`src/rtl/sat_narrow_skid_pkg.sv`:
```
// ==== sat_narrow_skid_pkg : skid state encodings and width check ====
// ==== rev 1.0                                                     ====
`default_nettype none

package sat_narrow_skid_pkg;

  localparam logic [1:0] SKID_EMPTY = 2'd0;
  localparam logic [1:0] SKID_ONE   = 2'd1;
  localparam logic [1:0] SKID_FULL  = 2'd2;

  // True when the narrowing geometry is legal: 0 <= nbits < din, 1 <= dout <= din-nbits.
  function automatic bit sat_narrow_f(input int din, input int nbits, input int dout);
    return (nbits >= 0) && (nbits < din) && (dout >= 1) && (dout <= din - nbits);
  endfunction

endpackage

`default_nettype wire

```
`src/rtl/sat_narrow_skid_sat_narrow.sv`:
```
// ==== sat_narrow : combinational saturate of W-bit word to DOUT bits ====
// ==== rev 1.0                                                        ====
`default_nettype none

module sat_narrow #(
  parameter int W      = 12,
  parameter int DOUT   = 8,
  parameter bit SIGNED = 1'b1
) (
  input  logic [W-1:0]    w,
  output logic [DOUT-1:0] dout,
  output logic            sat
);

  generate
    if (SIGNED) begin : g_signed
      localparam logic [DOUT-1:0] SMIN = DOUT'(1) << (DOUT - 1);
      logic [W-DOUT:0] hi;
      assign hi = w[W-1:DOUT-1];
      always_comb begin
        sat  = !((&hi) || !(|hi));
        dout = sat ? (w[W-1] ? SMIN : ~SMIN) : w[DOUT-1:0];
      end
    end else begin : g_unsigned
      if (W == DOUT) begin : g_uns_full
        assign sat  = 1'b0;
        assign dout = w;
      end else begin : g_uns_wide
        always_comb begin
          sat  = |w[W-1:DOUT];
          dout = sat ? {DOUT{1'b1}} : w[DOUT-1:0];
        end
      end
    end
  endgenerate

endmodule

`default_nettype wire

```
`src/rtl/sat_narrow_skid.sv`:
```
// ==== sat_narrow_skid : drop LSBs, saturate, register behind 2-entry skid ====
// ==== rev 1.0                                                            ====
`default_nettype none

module sat_narrow_skid
  import sat_narrow_skid_pkg::*;
#(
  parameter int DIN    = 16,
  parameter int NBITS  = 4,
  parameter int DOUT   = 8,
  parameter bit SIGNED = 1'b1,
  parameter int CNTW   = 16
) (
  input  logic            clk,
  input  logic            rst,
  input  logic            din_valid,
  output logic            din_ready,
  input  logic [DIN-1:0]  din_data,
  output logic            dout_valid,
  input  logic            dout_ready,
  output logic [DOUT-1:0] dout_data,
  output logic            dout_sat,
  input  logic            sat_clr,
  output logic [CNTW-1:0] sat_cnt
);

  localparam int W = DIN - NBITS;

  generate
    if (!sat_narrow_f(DIN, NBITS, DOUT)) begin : g_bad_width
      $error("sat_narrow_skid: illegal DIN/NBITS/DOUT combination");
    end
    if (NBITS > 0) begin : g_lsbs
      logic unused_lsbs;
      assign unused_lsbs = ^din_data[NBITS-1:0];
    end
  endgenerate

  logic [1:0]      state_q, state_d;
  logic [DOUT-1:0] main_data_q, main_data_d, skid_data_q, skid_data_d;
  logic            main_sat_q, main_sat_d, skid_sat_q, skid_sat_d;
  logic [CNTW-1:0] cnt_q, cnt_d;
  logic [DOUT-1:0] nar_data;
  logic            nar_sat;
  logic            accept, drain;

  sat_narrow #(.W(W), .DOUT(DOUT), .SIGNED(SIGNED)) u_sat_narrow (
    .w    (din_data[DIN-1:NBITS]),
    .dout (nar_data),
    .sat  (nar_sat)
  );

  assign din_ready  = (state_q != SKID_FULL);
  assign dout_valid = (state_q != SKID_EMPTY);
  assign dout_data  = main_data_q;
  assign dout_sat   = main_sat_q;
  assign sat_cnt    = cnt_q;
  assign accept     = din_valid && din_ready;
  assign drain      = dout_valid && dout_ready;

  always_comb begin
    state_d     = state_q;
    main_data_d = main_data_q;
    main_sat_d  = main_sat_q;
    skid_data_d = skid_data_q;
    skid_sat_d  = skid_sat_q;
    case (state_q)
      SKID_EMPTY: begin
        if (accept) begin
          main_data_d = nar_data;
          main_sat_d  = nar_sat;
          state_d     = SKID_ONE;
        end
      end
      SKID_ONE: begin
        if (accept && drain) begin
          main_data_d = nar_data;
          main_sat_d  = nar_sat;
        end else if (accept) begin
          skid_data_d = nar_data;
          skid_sat_d  = nar_sat;
          state_d     = SKID_FULL;
        end else if (drain) begin
          state_d = SKID_EMPTY;
        end
      end
      SKID_FULL: begin
        if (drain) begin
          main_data_d = skid_data_q;
          main_sat_d  = skid_sat_q;
          state_d     = SKID_ONE;
        end
      end
      default: state_d = SKID_EMPTY;
    endcase
  end

  // Counted at acceptance; clear wins over a same-cycle increment, and the count sticks at max.
  always_comb begin
    cnt_d = cnt_q;
    if (sat_clr) begin
      cnt_d = '0;
    end else if (accept && nar_sat && (cnt_q != {CNTW{1'b1}})) begin
      cnt_d = cnt_q + CNTW'(1);
    end
  end

  always_ff @(posedge clk or negedge rst) begin
    if (!rst) begin
      state_q     <= SKID_EMPTY;
      main_data_q <= '0;
      main_sat_q  <= 1'b0;
      skid_data_q <= '0;
      skid_sat_q  <= 1'b0;
      cnt_q       <= '0;
    end else begin
      state_q     <= state_d;
      main_data_q <= main_data_d;
      main_sat_q  <= main_sat_d;
      skid_data_q <= skid_data_d;
      skid_sat_q  <= skid_sat_d;
      cnt_q       <= cnt_d;
    end
  end

endmodule

`default_nettype wire
```
`config.mk`:
```
export PLATFORM = sky130hd
export DESIGN_NAME = sat_narrow_skid
export DESIGN_NICKNAME = d
export VERILOG_FILES = /design/src/rtl/sat_narrow_skid_pkg.sv /design/src/rtl/sat_narrow_skid_sat_narrow.sv /design/src/rtl/sat_narrow_skid.sv
export SDC_FILE = /design/constraint.sdc
export NUM_CORES = 1
export LEC_CHECK = 0
export BUFFER_PORTS_ARGS = -buffer_cell sky130_fd_sc_hd__buf_2
export CORE_UTILIZATION = 56
export CTS_CLUSTER_SIZE = 40
export DETAILED_ROUTE_END_ITERATION = 6
export PLACE_DENSITY = 0.84
export SYNTH_ARGS = -nofsm -noshare
export SYNTH_HDL_FRONTEND = slang
export SYNTH_SLANG_ARGS = --single-unit
```
`constraint.sdc`:
```
create_clock -name clk -period 3.68 [get_ports clk]
set_input_delay 0.368 -clock clk [delete_from_list [all_inputs] [get_ports clk]]
set_output_delay 0.368 -clock clk [all_outputs]
set_load 0.01 [all_outputs]
```
==> results.cfg <==
[cts]
postCtsHoldBufs = 0
clkTransAtPathRegs_ns = 0.11
clk_latency_ns = 0.34
cts_tree = yes
post_cts_resized = 0
cts_made_buffers = 5
cts_root_buffer = clkbuf_4
cts.path.max_buffers = 2
postCtsSetupBuffers = 0
htree_levels = 2
cts_sinks = 36

[cells_and_area]
synthToLayoutAreaGrowth_pct = 16.2
drive_gt1_share_pct = 29.4
final_util_pct = 69.8
fin_area_um2 = 2170
final_nets = 259
antenna_cells = 0
final_cells = 282

[sta]
worst_slew_pin_slew_ns = 0.771
min_period_over_period_pct = 67.0
finalSetupViolations = 0
fin_tns_setup_ns = 0
max-slew-margin-rel_pct = 48.6
period_needed_ns = 2.47
hold_viol = 0
fmax_mhz = 405
slew_violations = 0
rsz0062_at_grt = no
skew_ns = 0.0144

[routing]
postRouteAntennaNets = 0
drc = 0
wirelength_mm = 3.77
vias_per_cell = 5.56
dr.pass1.iters = 4
via_count = 1568
drt-initial-drc-count = 59
wl_per_cell_um = 13.4

[critical_path]
rr_endpoint = sat_cnt[13]$_DFFE_PN0P_
worst-path-max-fanout = 19
end_kind = register
r2r_cells = 5
arrival_ns = 2.71
reg2reg_from = state_q[0]$_DFFE_PN0P_
critPathRequiredTime_ns = 3.92
reg2reg_slack_ns = 1.21
start_kind = register
crit_type = reg -> reg

[placed_design]
hpwl_mm = 2.66
place_inst = 274
port_buffers = 43
gp_congestion = 0.802
placed_area_um2 = 2100

[synth]
synth_fp_nets = 215
ys_seq_area_share_pct = 48.3
synth_flop_cell = dfrtp_1
ys_async_sr_fraction_pct = 100
syn-cell-area_um2 = 1860
synth_area_leaders = dfrtp_1 (48%), a21oi_1 (6.4%), mux2_2 (6.0%)
syn_area_per_cell_um2 = 9.66
yosys_warnings = 0
post_synth_num_cell_types = 40
synth_top_area_share_pct = 48.3
synthCells = 193
synth_edf_count = 0
ys_ff_latch = 36
yosysTopAreaCell = dfrtp_1

[floorplan]
start_util_pct = 60.1
core-area_um2 = 3100
die_w_um = 59.7
die_h_um = 59.7
die_area_um2 = 3560
rows = 20
num_io_pins = 48

[global_route]
overflow = 0
top_usage_layer = met2
antenna_found_initial = 0
track_usage_pct = 23.4
grt_pass1_vias = 1397
grt_max_degree = 37
use_met3_pct = 6.71
met2_usage_pct = 38.1
grt_pass1_wl_mm = 6.08
met1_usage_pct = 29.5

[power]
finalPower_w = 0.000977
p_per_area_nw_per_um2 = 451
ir_worst_vdd_mv = 0.223
p_leak_nw = 0.987

[flow_run]
max_cap_viol_count = 0

[outcome]
outcome = complete, no violations

[min_path]
hold_path_class = in -> async
[per-layer routing]
metal	part of all wire, %	up-vias
met5	0	-
met4	1.2	0
met3	4.5	5
met2	47	33
met1	47	745
li1	-	785
[cells in the mapped netlist, types with 2 or more instances]
cell type  count
a21oi_1       24
o21ai_0       13
clkbuf_1       4
and4_1         2
nor2b_1        4
and3_1         2
nand2_1       20
nand3_1        4
o31a_1         2
nor4_1         7
or3_1          3
inv_1          3
nand4_1        5
o31ai_1        3
dfrtp_1       36
mux2_2        10
xnor2_1        3
nor2_1        20
mux2i_1        2
o21ba_2        2
or4_1          3
nand2b_1       3
[power by group]
group	total, W	leakage [nW]	switching, W	internal [W]
registers	0.000523	0.456	0.0000464	0.000476
clock network	0.000225	0.0315	0.000131	0.0000936
logic	0.000230	0.500	0.000124	0.000106
total	0.000977	0.987	0.000301	0.000676
[placed cells by master, fill, tap and decap left out, types with 3 or more instances in the layout]
master	instances
buf_2	43
dfrtp_1	36
a21oi_1	24
nand2_1	20
nor2_1	20
o21ai_0	13
mux2_2	10
nor4_1	7
nand4_1	5
clkbuf_4	5
nor2b_1	4
nand3_1	4
nand2b_1	3
inv_1	3
xnor2_1	3
o31ai_1	3
or4_1	3
or3_1	3
[cell families (layout without fill, tap and decap cells)]
kind of cell | Yosys count | count (layout) | synth area share [%]
muxes | 13 | 13 | 8.32
DFF | 36 | 36 | 48.3
and+or+nand+nor | 82 | 82 | 23.4
adders and majority gates | 1 | 1 | 0.671
buffers and inverters | 10 | 55 | 2.62
AOI/OAI and AO/OA | 47 | 47 | 14.8
xor gates and xnor gates | 4 | 4 | 1.88
[registers in the layout, indices dropped and copies added, names as in the netlist]
signal       count
dout_sat         1
state_q          2
dout_data        8
sat_cnt         16
skid_sat_q       1
skid_data_q      8
[layout make-up]
cell class              count  area (µm²)
clock buffers               7        55.1
clock inverters             1        7.51
fillers                   273         936
inverters                   3        11.3
multi-input cells         147         915
flip-flops and latches     36         901
well taps                  44        55.1
repair buffers             44         223
[how the worst max path moves through the flow]
stage / from / to
after CTS: state_q[0]$_DFFE_PN0P_ / sat_cnt[13]$_DFFE_PN0P_
after floorplan: sat_cnt[0]$_DFFE_PN0P_ / sat_cnt[13]$_DFFE_PN0P_
final: state_q[0]$_DFFE_PN0P_ / sat_cnt[13]$_DFFE_PN0P_
after global routing: state_q[0]$_DFFE_PN0P_ / sat_cnt[13]$_DFFE_PN0P_
after detailed placement: state_q[0]$_DFFE_PN0P_ / sat_cnt[13]$_DFFE_PN0P_
after global placement: state_q[0]$_DFFE_PN0P_ / sat_cnt[13]$_DFFE_PN0P_
[metrics by stage]
step           setup slack (ns)  hold WS, ns
2_1_floorplan              1.64       0.0724
3_3_place_gp               1.30        0.459
3_5_place_dp               1.25        0.465
4_1_cts                    1.23        0.104
5_1_grt                    1.02        0.125
6_report                   1.21       0.0861
[critical path: stages, from the launching register on]
cell and delay (ns):
dfrtp_1 0.42, nand2b_1 0.60, nand2_1 0.31, or3_4 0.46
nor3_1 0.21, mux2_2 0.36
Note: power is estimated with default switching activity, not from simulation.
